===== src/rtl/fft_inpl_mac_ctrl.sv =====
// Initiator-side controller for the in-place FFT hard MAC: operand stream in, rounded and
// saturated results out. Optional overflow counter enabled by FFT_INPL_MAC_CTRL_STATS_EN.
module fft_inpl_mac_ctrl #(
  parameter int WIDTH_A      = 18,
  parameter int WIDTH_B      = 18,
  parameter int BYPASS_REG_A = 0,
  parameter int BYPASS_REG_P = 0,
  parameter int P_WIDTH      = 41,
  parameter int OUT_WIDTH    = 18,
  parameter int SHIFT        = 17
) (
  input  logic                 clk,
  input  logic                 rst,
  input  logic                 in_valid,
  output logic                 in_ready,
  input  logic [WIDTH_A-1:0]   in_a,
  input  logic [WIDTH_B-1:0]   in_b,
  input  logic [P_WIDTH-1:0]   in_c,
  output logic                 mac_rstn,
  output logic                 mac_en_a,
  output logic                 mac_en_b,
  output logic                 mac_en_p,
  output logic [WIDTH_A-1:0]   mac_mcand_a,
  output logic [WIDTH_B-1:0]   mac_mcand_b,
  output logic [P_WIDTH-1:0]   mac_carryin,
  input  logic [P_WIDTH-1:0]   mac_pout,
  output logic                 out_valid,
  input  logic                 out_ready,
  output logic [OUT_WIDTH-1:0] out_data,
  output logic                 out_ovfl,
  input  logic                 ovfl_clr,
  output logic [15:0]          ovfl_cnt
);

  localparam int L_MAC = (1 - BYPASS_REG_A) + (1 - BYPASS_REG_P);
  // Wide enough that the rounding increment never wraps before the saturation compare.
  localparam int RW    = ((P_WIDTH > OUT_WIDTH) ? P_WIDTH : OUT_WIDTH) + 2;
  localparam logic signed [RW-1:0] MAXV = {{(RW-OUT_WIDTH+1){1'b0}}, {(OUT_WIDTH-1){1'b1}}};
  localparam logic signed [RW-1:0] MINV = ~MAXV;
  localparam logic [SHIFT-1:0]     HALF = SHIFT'(1) << (SHIFT - 1);

  logic                 w_stall;
  logic                 w_acc;
  logic                 w_tail;
  logic signed [RW-1:0] w_pext;
  logic signed [RW-1:0] w_q;
  logic signed [RW-1:0] w_r;
  logic [SHIFT-1:0]     w_frac;
  logic                 w_inc;
  logic [OUT_WIDTH-1:0] w_sat_data;
  logic                 w_sat_ovfl;
  logic                 r_out_valid;
  logic [OUT_WIDTH-1:0] r_out_data;
  logic                 r_out_ovfl;

  assign w_stall     = r_out_valid & ~out_ready;
  assign in_ready    = ~w_stall;
  assign w_acc       = in_valid & in_ready;
  assign mac_rstn    = ~rst;
  assign mac_en_a    = ~w_stall;
  assign mac_en_b    = ~w_stall;
  assign mac_en_p    = ~w_stall;
  assign mac_mcand_a = in_a;
  assign mac_mcand_b = in_b;

  // The addend must wait one stage when the multiplicands are registered inside the MAC.
  if (BYPASS_REG_A == 0) begin : g_c_reg
    logic [P_WIDTH-1:0] r_c;
    always_ff @(posedge clk) begin
      if (rst)           r_c <= '0;
      else if (!w_stall) r_c <= in_c;
    end
    assign mac_carryin = r_c;
  end else begin : g_c_direct
    assign mac_carryin = in_c;
  end

  if (L_MAC == 0) begin : g_vpipe_none
    assign w_tail = w_acc;
  end else begin : g_vpipe
    logic [L_MAC-1:0] r_vpipe;
    always_ff @(posedge clk) begin
      if (rst) begin
        r_vpipe <= '0;
      end else if (!w_stall) begin
        r_vpipe[0] <= w_acc;
        for (int i = 1; i < L_MAC; i++) r_vpipe[i] <= r_vpipe[i-1];
      end
    end
    assign w_tail = r_vpipe[L_MAC-1];
  end

  // Convergent rounding: round half to even.
  assign w_pext = {{(RW-P_WIDTH){mac_pout[P_WIDTH-1]}}, mac_pout};
  assign w_q    = w_pext >>> SHIFT;
  assign w_frac = mac_pout[SHIFT-1:0];
  assign w_inc  = (w_frac > HALF) | ((w_frac == HALF) & w_q[0]);
  assign w_r    = w_q + {{(RW-1){1'b0}}, w_inc};

  always_comb begin
    w_sat_data = w_r[OUT_WIDTH-1:0];
    w_sat_ovfl = 1'b0;
    if (w_r > MAXV) begin
      w_sat_data = MAXV[OUT_WIDTH-1:0];
      w_sat_ovfl = 1'b1;
    end else if (w_r < MINV) begin
      w_sat_data = MINV[OUT_WIDTH-1:0];
      w_sat_ovfl = 1'b1;
    end
  end

  always_ff @(posedge clk) begin
    if (rst) begin
      r_out_valid <= 1'b0;
      r_out_data  <= '0;
      r_out_ovfl  <= 1'b0;
    end else if (!w_stall) begin
      r_out_valid <= w_tail;
      if (w_tail) begin
        r_out_data <= w_sat_data;
        r_out_ovfl <= w_sat_ovfl;
      end
    end
  end

  assign out_valid = r_out_valid;
  assign out_data  = r_out_data;
  assign out_ovfl  = r_out_ovfl;

`ifdef FFT_INPL_MAC_CTRL_STATS_EN
  logic [15:0] r_ovfl_cnt;
  always_ff @(posedge clk) begin
    if (rst || ovfl_clr) begin
      r_ovfl_cnt <= '0;
    end else if (r_out_valid && out_ready && r_out_ovfl && (r_ovfl_cnt != 16'hFFFF)) begin
      r_ovfl_cnt <= r_ovfl_cnt + 16'd1;
    end
  end
  assign ovfl_cnt = r_ovfl_cnt;
`else
  logic w_unused_clr;
  assign w_unused_clr = ovfl_clr;
  assign ovfl_cnt     = '0;
`endif

endmodule


===== config.mk =====
export PLATFORM = sky130hd
export DESIGN_NAME = fft_inpl_mac_ctrl
export DESIGN_NICKNAME = d
export VERILOG_FILES = /design/src/rtl/fft_inpl_mac_ctrl.sv
export SDC_FILE = /design/constraint.sdc
export NUM_CORES = 1
export LEC_CHECK = 0
export CAP_MARGIN = 20
export CELL_PAD_IN_SITES_DETAIL_PLACEMENT = 0
export CELL_PAD_IN_SITES_GLOBAL_PLACEMENT = 1
export CORE_UTILIZATION = 23
export DETAILED_ROUTE_END_ITERATION = 8
export PLACE_DENSITY_LB_ADDON = 0.1
export SKIP_CTS_REPAIR_TIMING = 1
export SLEW_MARGIN = 25
export SYNTH_ARGS = -nofsm -noshare
export SYNTH_HDL_FRONTEND = slang
export SYNTH_SLANG_ARGS = --single-unit

===== constraint.sdc =====
create_clock -name clk -period 4.25 [get_ports clk]
set_clock_uncertainty 0.05 [all_clocks]
set_input_delay 0.425 -clock clk [delete_from_list [all_inputs] [get_ports clk]]
set_output_delay 0.425 -clock clk [all_outputs]
set_load 0.01 [all_outputs]

==> impl_results.md <==
- Layout cells sized above 1: 8.97%
- P_leak: about 0.0018 uW
- Critical Path Start Type: primary input
- Overall die width: 121 um
- Int Pwr: 1300 uW
- Final Non-Filler Cells: 704
- Initial antenna violation count: 0
- Final Hold Viols: 0
- Final core utilization: between 30 and 40%
- Vias in the first global route: ~3k
- Critical path class: primary input to flop
- Final min period: between 3 and 4 ns
- Most frequent cells in the layout: clkdlybuf4s50_1, nand2_1, dfxtp_1
- PnR worst setup slack: 0.532 ns
- Post-synth EDFFs: 0
- GRT Overall Usage: 13.0%
- Initial drt markers: 153
- Status: complete, no violations
- Hold Path Class: flop to flop
- Worst slack, placed: 0.190 ns
- CP endpoint kind: flop
- Largest net degree at the start of global routing: 50
- Cell taking the most area after synthesis: dfxtp_1
- Sequential Power Share: 37.6%
- DRT Wirelength: 9.63 mm
- Worst Path Required: 4.44 ns
- Multi-input gate area: between 1500 and 2000 um2
- Fmax: 269 MHz
- Top Ports: 241
- Clock Path Buffers: 2
- DRT Pass-1 Iters: 4
- Worst-Margin Slew: 0.581 ns
- Yosys top cell area share: 38.7%
- Setup Total Neg Slack: 0 ns
- CORE AREA: 13,800 um2
- Sw Share: 24.0%
- Synth area leaders: dfxtp_1, buf_4, nand2_1
- Pwr dens: around 350 nW/um2
- Fillcell total: 1,402
- Synthesized instance count: a little over 400
- H-tree levels: 3
- Final setup viols: 0
- Crit path DAT: 3.91 ns
- Clock power frac: 46.1%
- Sink Count: 63
- Cell total after placement: 688
- Clk_lat worst skew: 0.33 ns
- Worst-path clk slew: roughly 0.060 ns
- DR DRC count: 0
- Asr flop ratio synth: 0%
- Via count: ~3.0k
- RSZ-0062 raised after global routing: no
- Worst slew margin: about three fifths
- Drt wl/cell: roughly 14 um
- Power, Total: 1710 uW
- # rows: 43
- Slew Viols, Final: 0
- Layout area overhead: 51.3%
- Avg Inst Size Synth: 7.96 um2
- Initial core utilization: about a quarter
- Yosys warning total: 0
- Antenna cell count: 0
- Ys flop type: dfxtp_1
- Via density: 4.33
- Comb pwr share: between 15 and 20%
- Total grt overflow: 0
- Global-route wire length before repair: 14.6 mm
- Seq cells post-synth: 63
- Reg area: between 1000 and 1500 um2
- Die height: 121 um
- Final period util: 87.5%
- CTS tree: yes
- Number of CTS-inserted buffers: 9
- Sequential area share after synthesis: about two fifths
- Syn Std Cell Area: 3260 um2
- IO Port Bufs: 151
- DP Wirelength: a little under 7 mm
- Max Cap Viol: 0
- Die Area: approximately 15,000 um2
- Yosys cell types: 42
- Root Buffer: clkbuf_16
- Post-DRT Antenna Nets: 0
- Worst Path Max Fanout: 13
- Most common cell after layout, fill and taps aside: clkdlybuf4s50_1
- Final net count: 643
- Worst vdd ir: between 0.15 and 0.2 mV
- Net Sw Power: 410 uW
- Routability Congestion: about 0.75
-- stage by stage --
stage	hold WS, ns	instance area (um2)
after detailed placement	0.395	4610
after CTS	0.403	4930
final	0.398	4930
after global routing	0.417	4930
after global placement	0.387	4610
after floorplan	0.382	3310
-- cell families (layout without fill, tap and decap cells) --
family          Yosys count  in the layout  synth area share (%)
flops                    63             63                  38.7
mux                       1              1                 0.346
compound gates           68             68                  14.3
other cells               1             16                 0.115
buf+inv                  77            177                  15.8
xor+xnor                 16             16                  4.30
simple gates            182            182                  26.0
fa+ha+maj                 1              1                 0.384
-- cells in the mapped netlist (2+ instances only) --
cell type,number
a211oi_1,5
a211oi_2,9
a21oi_1,44
a311oi_1,2
and2_1,3
and3_1,4
and4_1,2
buf_1,2
buf_4,57
clkbuf_1,13
dfxtp_1,63
inv_1,2
nand2_1,101
nand3_1,12
nand4_1,6
nor2_1,24
nor2b_1,2
nor3_1,5
nor3b_1,2
nor4_1,9
o311ai_0,3
or2_2,3
or4_4,3
xnor2_1,7
xor2_1,9
-- flip-flops by register name, indices dropped and copies added (netlist names) --
signal           cells
out_data            18
out_valid            1
mac_carryin         41
out_ovfl             1
g_vpipe.r_vpipe      2
-- worst max-delay path, stage by stage --
cell             delay (ns)
clkdlybuf4s50_1        0.50
and2_1                 0.18
ha_1                   0.23
nand3_1                0.16
or4_4                  0.59
or4_4                  0.50
and2_1                 0.17
or4_4                  0.56
a21o_1                 0.23
buf_12                 0.16
a211oi_1               0.19
-- power by group through the flow --
stage	logic [uW]	clock network, uW	registers (uW)
floorplan	133	0	669
global placement	281	0	653
detailed placement	281	0	655
CTS	283	819	642
global route	304	840	645
finish	279	786	642
-- final timing paths --
path	startpoint	endpoint	slack [ns]	cells past startpoint
min	mac_carryin[16]$_SDFFE_PP0N_	mac_carryin[16]$_SDFFE_PP0N_	0.40	2
max reg2reg	out_valid$_SDFFE_PP0N_	out_data[6]$_SDFFE_PP0P_	2.07	8
min reg2reg	mac_carryin[16]$_SDFFE_PP0N_	mac_carryin[16]$_SDFFE_PP0N_	0.40	2
max	mac_pout[16]	out_data[12]$_SDFFE_PP0P_	0.53	11
-- final cells by class --
cell class,instances,share of cell area (%)
Clock buffer,10,4.65
Clock inverter,6,1.73
Inverter,3,0.229
Multi-Input combinational cell,284,31.3
Sequential cell,63,25.6
Tap cell,180,4.57
Timing Repair Buffer,158,31.9
-- layer usage --
layer	routed length, um	track usage, %	part of all wire [%]	up-vias
li1	-	-	-	1534
met1	4270	15.8	44	1362
met2	4340	20.6	45	134
met3	867	4.65	9.0	16
met4	155	5.48	1.6	0
met5	0	0	0	-
Power figures use the tool's default switching activity.
